==> config.mk <==
export PLATFORM = sky130hd
export DESIGN_NAME = chip8_loader
export DESIGN_NICKNAME = d
export VERILOG_FILES = /design/src/rtl/chip8_pkg.sv /design/src/rtl/chip8_loader.sv
export SDC_FILE = /design/constraint.sdc
export NUM_CORES = 1
export LEC_CHECK = 0
export ABC_AREA = 1
export CORE_MARGIN = 2
export CORE_UTILIZATION = 45
export CTS_CLUSTER_DIAMETER = 200
export DETAILED_ROUTE_END_ITERATION = 7
export PLACE_DENSITY = 0.74
export SLEW_MARGIN = 25
export SYNTH_ARGS = -nofsm -noshare
export SYNTH_HDL_FRONTEND = slang
export SYNTH_SLANG_ARGS = --single-unit
export TNS_END_PERCENT = 10
==> constraint.sdc <==
create_clock -name clk -period 2.5 [get_ports clk]
set_input_delay 0.25 -clock clk [delete_from_list [all_inputs] [get_ports clk]]
set_output_delay 0.25 -clock clk [all_outputs]
set_load 0.005 [all_outputs]
==> src/rtl/chip8_pkg.sv <==
// rtl/chip8_pkg.sv - shared chip8 constants, loader state type and the hex fontset
package chip8_pkg;

    localparam int MEM_ADDR_W = 12;
    localparam int MEM_DATA_W = 8;

    // Fontset geometry: 16 glyphs of 5 bytes, indexed by a 7-bit counter.
    localparam int FONT_BYTES = 80;
    localparam int FONT_IDX_W = 7;

    // Byte counter is one bit wider than the address so a full-memory
    // image plus dropped bytes is still representable before saturating.
    localparam int BYTE_CNT_W = MEM_ADDR_W + 1;

    typedef enum logic [1:0] {
        LD_IDLE = 2'd0,
        LD_FONT = 2'd1,
        LD_PROG = 2'd2,
        LD_DONE = 2'd3
    } loader_state_e;

    // Standard 0-F glyphs; each row's high nibble is the 4-pixel-wide sprite.
    localparam logic [MEM_DATA_W-1:0] FONTSET [0:FONT_BYTES-1] = '{
        8'hF0, 8'h90, 8'h90, 8'h90, 8'hF0,   // 0
        8'h20, 8'h60, 8'h20, 8'h20, 8'h70,   // 1
        8'hF0, 8'h10, 8'hF0, 8'h80, 8'hF0,   // 2
        8'hF0, 8'h10, 8'hF0, 8'h10, 8'hF0,   // 3
        8'h90, 8'h90, 8'hF0, 8'h10, 8'h10,   // 4
        8'hF0, 8'h80, 8'hF0, 8'h10, 8'hF0,   // 5
        8'hF0, 8'h80, 8'hF0, 8'h90, 8'hF0,   // 6
        8'hF0, 8'h10, 8'h20, 8'h40, 8'h40,   // 7
        8'hF0, 8'h90, 8'hF0, 8'h90, 8'hF0,   // 8
        8'hF0, 8'h90, 8'hF0, 8'h10, 8'hF0,   // 9
        8'hF0, 8'h90, 8'hF0, 8'h90, 8'h90,   // A
        8'hE0, 8'h90, 8'hE0, 8'h90, 8'hE0,   // B
        8'hF0, 8'h80, 8'h80, 8'h80, 8'hF0,   // C
        8'hE0, 8'h90, 8'h90, 8'h90, 8'hE0,   // D
        8'hF0, 8'h80, 8'hF0, 8'h80, 8'hF0,   // E
        8'hF0, 8'h80, 8'hF0, 8'h80, 8'h80    // F
    };

    // Out-of-range indices read as zero so the lookup is total over 7 bits.
    function automatic logic [MEM_DATA_W-1:0] font_byte(input logic [FONT_IDX_W-1:0] idx);
        if (int'(idx) < FONT_BYTES) begin
            return FONTSET[idx];
        end
        return '0;
    endfunction

endpackage

==> src/rtl/chip8_loader.sv <==
// rtl/chip8_loader.sv - boot loader: fontset then streamed ROM image into memory, holds CPU until done
module chip8_loader
    import chip8_pkg::*;
#(
    parameter logic [MEM_ADDR_W-1:0] FONT_BASE = 12'h000,
    parameter logic [MEM_ADDR_W-1:0] PROG_BASE = 12'h200
) (
    input  logic                  clk,
    input  logic                  rst,
    input  logic                  start,
    input  logic                  in_valid,
    input  logic [MEM_DATA_W-1:0] in_data,
    input  logic                  in_last,
    output logic                  in_ready,
    output logic                  mem_write,
    output logic [MEM_ADDR_W-1:0] mem_write_addr,
    output logic [MEM_DATA_W-1:0] mem_write_data,
    output logic                  cpu_hold,
    output logic                  busy,
    output logic                  done,
    output logic                  error,
    output logic [BYTE_CNT_W-1:0] byte_count
);

    localparam logic [BYTE_CNT_W-1:0] CNT_MAX = '1;

    loader_state_e         state_q, state_d;
    logic [FONT_IDX_W-1:0] font_idx_q, font_idx_d;
    // One extra bit: bit MEM_ADDR_W set means the top address was already written.
    logic [MEM_ADDR_W:0]   addr_q, addr_d;
    logic                  ovf_q, ovf_d;
    logic [BYTE_CNT_W-1:0] cnt_q, cnt_d;
    logic                  wr_q, wr_d;
    logic [MEM_ADDR_W-1:0] wa_q, wa_d;
    logic [MEM_DATA_W-1:0] wd_q, wd_d;
    logic                  accept;

    // Handshake qualifier; in_ready depends on registered state only.
    assign in_ready = (state_q == LD_PROG);
    assign accept   = in_valid & in_ready;

    // Next-state and write-port decode; write strobe defaults low every cycle.
    always_comb begin
        state_d    = state_q;
        font_idx_d = font_idx_q;
        addr_d     = addr_q;
        ovf_d      = ovf_q;
        cnt_d      = cnt_q;
        wr_d       = 1'b0;
        wa_d       = wa_q;
        wd_d       = wd_q;

        case (state_q)
            LD_IDLE, LD_DONE: begin
                // Font byte 0 is issued on the same edge that accepts start.
                if (start) begin
                    state_d    = LD_FONT;
                    wr_d       = 1'b1;
                    wa_d       = FONT_BASE;
                    wd_d       = font_byte('0);
                    font_idx_d = FONT_IDX_W'(1);
                    addr_d     = {1'b0, PROG_BASE};
                    cnt_d      = '0;
                    ovf_d      = 1'b0;
                end
            end

            LD_FONT: begin
                if (int'(font_idx_q) == FONT_BYTES) begin
                    state_d = LD_PROG;
                end else begin
                    wr_d       = 1'b1;
                    wa_d       = FONT_BASE + MEM_ADDR_W'(font_idx_q);
                    wd_d       = font_byte(font_idx_q);
                    font_idx_d = font_idx_q + FONT_IDX_W'(1);
                end
            end

            LD_PROG: begin
                if (accept) begin
                    if (cnt_q != CNT_MAX) begin
                        cnt_d = cnt_q + BYTE_CNT_W'(1);
                    end
                    // Past the top of memory: keep draining but drop the byte.
                    if (addr_q[MEM_ADDR_W]) begin
                        ovf_d = 1'b1;
                    end else begin
                        wr_d   = 1'b1;
                        wa_d   = addr_q[MEM_ADDR_W-1:0];
                        wd_d   = in_data;
                        addr_d = addr_q + (MEM_ADDR_W+1)'(1);
                    end
                    if (in_last) begin
                        state_d = LD_DONE;
                    end
                end
            end

            default: begin
                state_d = LD_IDLE;
            end
        endcase
    end

    // State and registered write port; reset abandons any partial image.
    always_ff @(posedge clk) begin
        if (rst) begin
            state_q    <= LD_IDLE;
            font_idx_q <= '0;
            addr_q     <= '0;
            ovf_q      <= 1'b0;
            cnt_q      <= '0;
            wr_q       <= 1'b0;
            wa_q       <= '0;
            wd_q       <= '0;
        end else begin
            state_q    <= state_d;
            font_idx_q <= font_idx_d;
            addr_q     <= addr_d;
            ovf_q      <= ovf_d;
            cnt_q      <= cnt_d;
            wr_q       <= wr_d;
            wa_q       <= wa_d;
            wd_q       <= wd_d;
        end
    end

    assign mem_write      = wr_q;
    assign mem_write_addr = wa_q;
    assign mem_write_data = wd_q;
    assign cpu_hold       = (state_q != LD_DONE);
    assign busy           = (state_q == LD_FONT) || (state_q == LD_PROG);
    assign done           = (state_q == LD_DONE);
    assign error          = (state_q == LD_DONE) && ovf_q;
    assign byte_count     = cnt_q;

endmodule

== Word-level counts from Yosys, hierarchy flattened ==
Memory sizes are Yosys's and may differ from the RTL's.
Cells that the tools add are included.

* Flip-flop bits (word level): 57
* ROM bits: 1024
* Bits of input ports: 13
* Output and inout port bits: 39
* Logic and storage cells: 86
* Memories kept: 1

{| class="wikitable"
|+ Memories
! memory !! depth !! bits a word !! rd ports !! clocked after Yosys merged registers in !! wr ports !! line !! text
|-
| (name not given) || 128 || 8 || 1 || 0 || 0 || chip8_pkg.sv:45 || <nowiki>return FONTSET[idx];</nowiki>
|}

* Add/subtract/negate cells: 3
* $lt $le $gt $ge: 2
* Equal/unequal tests: 14
* Muxes and demuxes: 42
* Bitwise logic cells: 2
* Reduce and logical (&&, ||, !) cells: 13

{| class="wikitable"
|+ Operators by type and width
! operator !! number
|-
| 13-bit two-way mux || 6
|-
| 8-bit two-way mux || 8
|-
| 13-bit case mux with 2 select lines || 2
|-
| 12-bit two-way mux || 4
|-
| 12-bit case mux with 3 select lines || 1
|-
| 13-bit by 1-bit adder with 13-bit output (second input constant) || 2
|-
| 8-bit case mux with 3 select lines || 1
|-
| 4-bit AND reduction || 5
|-
| 7-bit two-way mux || 2
|-
| 7-bit case mux with 2 select lines || 1
|-
| 13-bit != test (second input constant) || 1
|-
| 2-bit != test (second input constant) || 6
|-
| 1-bit two-way mux || 10
|-
| 8-bit greater-or-equal comparator (second input constant) || 1
|-
| 2-bit two-way mux || 4
|-
| 7-bit NOT with 8-bit output || 1
|-
| 7-bit by 1-bit adder with 7-bit output (second input constant) || 1
|-
| 7-bit == test (second input constant) || 1
|-
| 7-bit less-than comparator (second input constant) || 1
|-
| 2-bit by 1-bit != test with 1-bit output (second input constant) || 3
|-
| 2-bit case mux with 3 select lines || 1
|-
| 3-bit AND reduction || 2
|-
| 2-bit == test (second input constant) || 2
|-
| 2-bit nonzero test || 2
|-
| other kinds (8) || 8
|}

== Longest topological paths before layout ==
Gate-level depths: netlist of the first run.

* Depth after elaboration: 8
* Depth in mapped cells: 13
* Mapped depth without buffers: 12

== Least setup slack after synthesis of the first run ==
OpenSTA, ideal clock, no wires.

* Path type: register to register
* From: reg state_q[0]
* To: reg wa_q[6] (netlist: mem_write_addr[6])
* Setup time: 128 ps
* Arrival: 1651 ps
* Required time: 2372 ps
* Path slack: 722 ps
* Stages on the path, launching flop included: 10
* Buffers on the path: 1
* Clock period less this slack: 1778 ps
* Cells stage by stage: dfxtp_1 -> inv_1 -> ha_1 -> nand2_1 -> nand2_1 -> nor2_2 -> nand2_2 -> buf_4 -> a22oi_1 -> nor2_1

* Cells in the longest elaborated chain, start to end: 4
* Elaborated cells on any way between the ends: 12
* Classes of those cells: eq/ne (7); mux (1); bitwise (1); reduce/logical (3)

{| class="wikitable"
|+ RTL lines
! element !! line !! text
|-
| start, declared || chip8_loader.sv:27 || <nowiki>loader_state_e state_q, state_d;</nowiki>
|-
| start signal, assigned || chip8_loader.sv:117 || <nowiki>state_q <= state_d;</nowiki>
|-
| 2-bit == test (tied with other cells) || chip8_loader.sv:39, chip8_loader.sv:53 ||
|-
| 1-bit AND or 2-bit OR reduction (tied branches) || chip8_loader.sv:40, chip8_loader.sv:53 ||
|-
| 2-bit by 1-bit != test with 1-bit output (no source line) or 2-bit != test (tied branches) || -- ||
|-
| 4-bit AND reduction (no source line) || -- ||
|-
| end signal, assigned || chip8_loader.sv:123 || <nowiki>wa_q <= wa_d;</nowiki>
|-
| end, declared || chip8_loader.sv:34 || <nowiki>logic [MEM_ADDR_W-1:0] wa_q, wa_d;</nowiki>
|}

Several ways; a longest one is shown, not always the timed one.
A chain may end at the register's enable or synchronous reset.

== Worst setup path in the final report of the first run ==
* From: reg state_q[0]
* To: reg wd_q[7] (netlist: mem_write_data[7])

* Cells in the longest elaborated chain, start to end: 4
* Elaborated cells on any way between the ends: 12
* Classes of those cells: eq/ne (7); mux (1); bitwise (1); reduce/logical (3)

{| class="wikitable"
|+ RTL lines
! element !! line !! text
|-
| 2-bit == test (tied with other cells) || chip8_loader.sv:39, chip8_loader.sv:53 ||
|-
| 1-bit AND or 2-bit OR reduction (tied branches) || chip8_loader.sv:40, chip8_loader.sv:53 ||
|-
| 2-bit by 1-bit != test with 1-bit output (no source line) or 2-bit != test (tied branches) || -- ||
|-
| 4-bit AND reduction (no source line) || -- ||
|-
| end signal, assigned || chip8_loader.sv:124 || <nowiki>wd_q <= wd_d;</nowiki>
|-
| end, declared || chip8_loader.sv:35 || <nowiki>logic [MEM_DATA_W-1:0] wd_q, wd_d;</nowiki>
|}

Several ways; a longest one is shown, not always the timed one.

==> key figures, run 1 <==
Status
  • Status: complete, no violations

Critical path
  • Setup slack, reg-to-reg: about 260 ps
  • CP bufs+invs: 2
  • CP arrival: ~2500 ps
  • Crit path max-delay family: simple AND/OR/NAND/NOR gates
  • R2R Path Start: state_q[0]
  • CP Class: reg -> reg
  • Worst reg-to-reg path cell count: 10
  • Crit path cell chain: inv_1 > ha_1 > nand2_1 > nand2_1 > nor2_2 > nand2_2 > nor2_4 > inv_2 > a21oi_1 > a21oi_1
  • Startpoint types: flip-flop
  • Crit-path max FO: 18
  • Largest stage delay, worst path: ~390 ps
  • CP max stage cell: dfxtp_1
  • CP Capture Type: flip-flop
  • CP Data Required Time: between 2000 and 3000 ps
  • Crit Reg-Reg Endpoint: mem_write_data[7]

Synthesis
  • Synthesized Nets: between 500 and 600
  • Yosys top cell by area: dfxtp_1
  • Async SR Flop Fraction: 0
  • Top cell types by occurrence after synthesis: nand2_1, nor2_1, dfxtp_1, inv_1, nand3_1
  • Most numerous cell in the Yosys netlist: nand2_1
  • Top FF cell, synth: dfxtp_1
  • Synth Warn #: 0
  • Top post-synthesis cells by area: dfxtp_1, nand2_1, nand3_1
  • Post-synth cell types: 43
  • Avg Cell Area, Syn: 6.68 sq um
  • Number of synthesized register bits: 57
  • EDFF count, synth: 0
  • Mapped cell area: approximately 3400 sq um
  • Post-synth top area share: 0.331
  • Mapped Cells: around 520
  • Sequential-to-total area share from yosys stat: 0.331

STA
  • Setup TNS: 0 ps
  • Min cycle time layout: around 2200 ps
  • Fin crit share: 0.895
  • Hold_ws: between 400 and 500 ps
  • Final setup fails: 0
  • Worst slew pin tran: ~470 ps
  • Fin. max-slew vios: 0
  • Clk_skew: between 7 and 8 ps
  • Final Hold Fails: 0
  • Slew HR: 0.684
  • Unrepaired setup endpoints after global routing: no
  • Fmax: 447 MHz

Drt
  • Pre-Repair DR Iteration Count: 5
  • Wire per inst: ~14 microns
  • Detailed-route DRC error count: 0
  • Final wirelength: 9.44 mm
  • Drt via density: 5.41
  • Post-DRT Antenna Nets: 0
  • Starting DRC count in detailed routing: between 300 and 400
  • Vias: roughly 3600

Finish
  • Layout overhead on the synthesized area: 23.0%
  • Design Area, Final: 4240 sq um
  • ANT cells: 0
  • Layout fillers: just under 700
  • Seq. cell area: 1140 sq um
  • Nets: between 500 and 600
  • Share of layout cells above drive strength 1: 0.0791
  • Multi-input gate area: a little under 2000 sq um

GRT
  • Number of global-route vias before repair: about 3200
  • Tot GR Track Use: 0.226
  • GRT Residual Overflow: 0
  • Antenna violations before repair: 0
  • First-pass GRT wire length: roughly 15 mm
  • Largest net degree at the start of global routing: 31

Placed design
  • Port Buf Inserts: 51
  • Gpl congestion: slightly below 0.9
  • Dpl hpwl: 6.76 mm
  • Post-DP Area: 4010 sq um

Die
  • Row cnt: 31
  • Die Width: roughly 91 microns
  • Core area: between 7000 and 8000 sq um
  • Die ar.: about 8400 sq um
  • I/O pin count: 52
  • Die span in y: ~91 microns
  • Starting Density: 0.470

Clock network
  • Latest clock arrival within the worst-skew pair: approximately 340 ps
  • H-tree levels: 3
  • CTS Sinks: 57
  • CTS root buffer: clkbuf_8
  • Clock transition at path regs: about 70 ps
  • Clk buf depth: 2
  • TritonCTS clock tree: built
  • CTS Buf Count: 9
  • Post_cts resized: 0
  • Post-CTS Setup Bufs: 0
  • Hold_buf cts: 0

Hold path
  • Hold path start: mem_write_data[2]
  • Hold Path End: mem_write_data[2]
  • Min-Delay Path Depth: 2
  • Worst min path class: reg -> reg

Power and ir drop
  • Maximum vdd drop: about 0.5 mV
  • Pwr/cell area: about 830 nW/um^2
  • Pleak: ~1.7 nW

Run
  • Total of max-cap violations: 0
==> cells by family (layout without fill, tap and decap cells) <==
kind of cell    after synthesis  count (layout)  share of synthesized area
compound gates               97              97                      0.156
flops                        57              57                      0.331
buf+inv                      79             132                     0.0977
xor+xnor                      4               4                     0.0102
fa+ha+maj                    14              14                     0.0509
simple gates                265             265                      0.354
==> layout make-up <==
type | instances | area share
inverters | 60 | 0.0546
multi-input cells | 380 | 0.464
flip-flops and latches | 57 | 0.269
clock inverters | 3 | 0.0109
repair buffers | 56 | 0.129
well taps | 99 | 0.0292
clock buffers | 13 | 0.0422
==> report_power, final <==
part	leakage (nW)	switching, mW	internal [mW]	total, mW
registers	0.462	0.0781	1.00	1.08
clock network	0.112	0.389	0.571	0.960
logic	1.15	0.979	0.490	1.47
==> flip-flops by register name, indices dropped and copies added (netlist names) <==
register	count
mem_write_addr	12
addr_q	13
ovf_q	1
mem_write_data	8
mem_write	1
byte_count	13
font_idx_q	7
state_q	2
==> stage by stage <==
step,power (mW),util,worst slack (ps),instances
3_3_place_gp,2.51,0.547,432,652
5_1_grt,3.72,0.578,91.9,668
2_1_floorplan,2.10,-,722,516
3_5_place_dp,2.54,0.547,326,652
4_1_cts,3.50,0.578,310,668
6_report,3.51,0.578,262,668
==> metal layers <==
| metal | wire length, microns | track usage | vias up |
|---|---|---|---|
| li1 | - | - | 1802 |
| met1 | 4230 | 0.294 | 1675 |
| met2 | 4520 | 0.368 | 125 |
| met3 | 559 | 0.0456 | 10 |
| met4 | 131 | 0.0821 | 0 |
| met5 | 0 | 0 | - |
==> tightest hold or removal path, delay by kind of cell, from the launching register on <==
kind	cells	cell delay, ps
simple gates	1	60
compound gates	1	50
flops	1	310
==> placed cells by master, fill, tap and decap left out, drive strengths merged, types with 2 or more instances in the layout <==
master | Yosys | layout
nand2 | 125 | 125
nor2 | 65 | 65
dfxtp | 57 | 57
inv | 57 | 57
clkdlybuf4s50 | 0 | 51
nand3 | 50 | 50
a21oi | 48 | 48
o21ai | 28 | 28
ha | 14 | 14
clkbuf | 5 | 13
nand4 | 13 | 13
nor3 | 10 | 10
a22oi | 8 | 8
o22ai | 6 | 6
buf | 14 | 5
clkinv | 3 | 4
o211ai | 3 | 3
a31oi | 2 | 2
xor2 | 2 | 2
xnor2 | 2 | 2
==> worst max-delay path by stage <==
stage,start,endpoint,depth (start not counted)
2_1_floorplan,state_q[0],mem_write_addr[6],9
3_3_place_gp,state_q[0],mem_write_data[7],10
3_5_place_dp,state_q[0],mem_write_data[5],10
4_1_cts,state_q[0],mem_write_data[5],10
5_1_grt,state_q[0],mem_write_data[5],10
6_report,state_q[0],mem_write_data[7],10
Power figures use the tool's default switching activity.
==> run 2: changes to the inputs <==
--- a/config.mk
+++ b/config.mk
@@ -10,7 +10,8 @@
 export CORE_UTILIZATION = 45
 export CTS_CLUSTER_DIAMETER = 200
 export DETAILED_ROUTE_END_ITERATION = 7
-export PLACE_DENSITY = 0.74
+export DONT_BUFFER_PORTS = 1
+export PLACE_DENSITY = 0.66
 export SLEW_MARGIN = 25
 export SYNTH_ARGS = -nofsm -noshare
 export SYNTH_HDL_FRONTEND = slang
==> run 2 against run 1 <==
Critical path depth did not move. Flip-flop and latch count unchanged. Non-clock buffer count shrank 50. Sequential share of layout area is 4.0 points higher. Power down 10%.
==> key figures, run 2 (synthesized netlist as in run 1, its figures left out) <==
Critical path
  • CP Data Required Time: 2730 ps (about the same)
  • CP arrival: 2430 ps (-30 ps)
  • CP Capture Type: flip-flop
  • Startpoint types: flip-flop
  • CP Class: reg -> reg
  • Crit-path max FO: 18 (unchanged)
  • Setup slack, reg-to-reg: 290 ps (+30 ps)

GRT
  • Antenna violations before repair: 0 (unchanged)
  • Largest net degree at the start of global routing: 31 (unchanged)
  • First-pass GRT wire length: 14.9 mm (-3.0%)
  • Tot GR Track Use: 0.217 (-0.00817)
  • Number of global-route vias before repair: 3167 (-2.2%)
  • GRT Residual Overflow: 0 (unchanged)

Drt
  • Starting DRC count in detailed routing: 155 (-49%)
  • Pre-Repair DR Iteration Count: 5 (unchanged)
  • Drt via density: 5.44 (+0.55%)
  • Wire per inst: 14.1 microns (about the same)
  • Post-DRT Antenna Nets: 0 (unchanged)
  • Final wirelength: 8.73 mm (-7.6%)
  • Detailed-route DRC error count: 0 (unchanged)
  • Vias: 3360 (-7.0%)

Power and ir drop
  • Maximum vdd drop: 0.317 mV (-38%)
  • Pleak: 1.53 nW (-11%)
  • Final Power: 3.15 mW (-10%)
  • Pwr/cell area: 854 nW/um^2 (+3.1%)

Clock network
  • Latest clock arrival within the worst-skew pair: 340 ps (about the same)
  • Post_cts resized: 0 (unchanged)
  • CTS Sinks: 57 (unchanged)
  • CTS root buffer: clkbuf_8
  • Post-CTS Setup Bufs: 0 (unchanged)
  • Clk buf depth: 2 (unchanged)
  • Clock transition at path regs: 70 ps (about the same)
  • H-tree levels: 3 (unchanged)
  • CTS Buf Count: 9 (unchanged)
  • TritonCTS clock tree: built

Die
  • Die Width: 91.5 microns (unchanged)
  • I/O pin count: 52 (unchanged)
  • Starting Density: 0.470 (unchanged)
  • Row cnt: 31 (unchanged)
  • Die ar.: 8370 sq um (unchanged)
  • Die span in y: 91.5 microns (unchanged)
  • Core area: 7330 sq um (unchanged)

Placed design
  • Post-DP Area: 3500 sq um (-13%)
  • Place WS: 307 ps (-18.6 ps)
  • Port Buf Inserts: 0 (-100%)
  • Dpl hpwl: 6.47 mm (-4.4%)
  • Gpl congestion: 0.947 (+6.0%)

Run
  • Total of max-cap violations: 0 (unchanged)

STA
  • Setup TNS: 0 ps (unchanged)
  • Unrepaired setup endpoints after global routing: no
  • Worst slew pin tran: 456 ps (-18.3 ps)
  • Clk_skew: 13.3 ps (+5.62 ps)
  • Final Hold Fails: 0 (unchanged)
  • Fin crit share: 0.882 (-0.0130)
  • Fmax: 453 MHz (+1.5%)
  • Slew HR: 0.696 (+0.0122)
  • Final setup fails: 0 (unchanged)
  • Min cycle time layout: 2210 ps (-32.4 ps)
  • Final setup margin: 294 ps (+32.4 ps)
  • Fin. max-slew vios: 0 (unchanged)

Finish
  • ANT cells: 0 (unchanged)
  • Layout fillers: 746 (+8.9%)
  • Most common cell after layout, fill and taps aside: nand2_1
  • Nets: 541 (-8.5%)
  • Share of layout cells above drive strength 1: 0.0867 (+0.00762)
  • Design Area, Final: 3690 sq um (-13%)
  • Layout overhead on the synthesized area: 7.23%
  • Most frequent cells in the layout: nand2_1, nor2_1, dfxtp_1

Status
  • Status: complete, no violations

Hold path
  • Worst min path class: in -> reg
-- run 2: path summary, 6_finish.rpt --
check,from,endpoint,cells past startpoint
hold / removal,in_data[2],mem_write_data[2],2
setup reg to reg,state_q[0],mem_write_data[7],10
hold reg to reg,ovf_q,ovf_q,2
setup / recovery,state_q[0],mem_write_data[7],10
-- run 2: final cells by class --
type	count	area [sq um]	area share
clock buffers	11	141	0.0383
repair buffers	6	57.6	0.0156
well taps	99	124	0.0335
multi-input cells	380	1970	0.533
inverters	60	231	0.0627
flip-flops and latches	57	1140	0.309
clock inverters	5	31.3	0.00847
-- run 2: what timing repair did --
action | 4_1_cts | 5_1_grt
hold buffers | 1 | 0
setup endpoints to repair | 0 | 0
hold endpoints to repair | 30 | 0
-- run 2: power by group --
part / switching (mW) / internal (mW) / leakage, nW
combinational: 0.938 / 0.359 / 0.978
clock: 0.385 / 0.383 / 0.0891
sequential: 0.0880 / 1.00 / 0.462
-- run 2: through the flow --
step | hold WS (ps) | util | cells
floorplan | 410 | - | 516
global placement | 320 | 0.478 | 601
global route | 68.4 | 0.504 | 618
detailed placement | 320 | 0.478 | 601
finish | 69.3 | 0.504 | 618
CTS | 62.7 | 0.504 | 618
-- run 2: metal layers --
layer | up-vias | global-route usage | part of all wire
met4 | 0 | 0.0808 | 0.013
met2 | 67 | 0.349 | 0.46
met3 | 12 | 0.0548 | 0.053
met5 | - | 0 | 0
li1 | 1701 | - | -
met1 | 1580 | 0.281 | 0.47
-- run 2: worst max-delay path, cell delays in order (launching register included) --
cell and delay [ps]:
dfxtp_1 390, inv_1 80, ha_1 380, nand2_1 170, nand2_1 100, nor2_2 120, nand2_2 250, nor2_4 280
inv_2 90, a21oi_1 140, a21oi_1 80
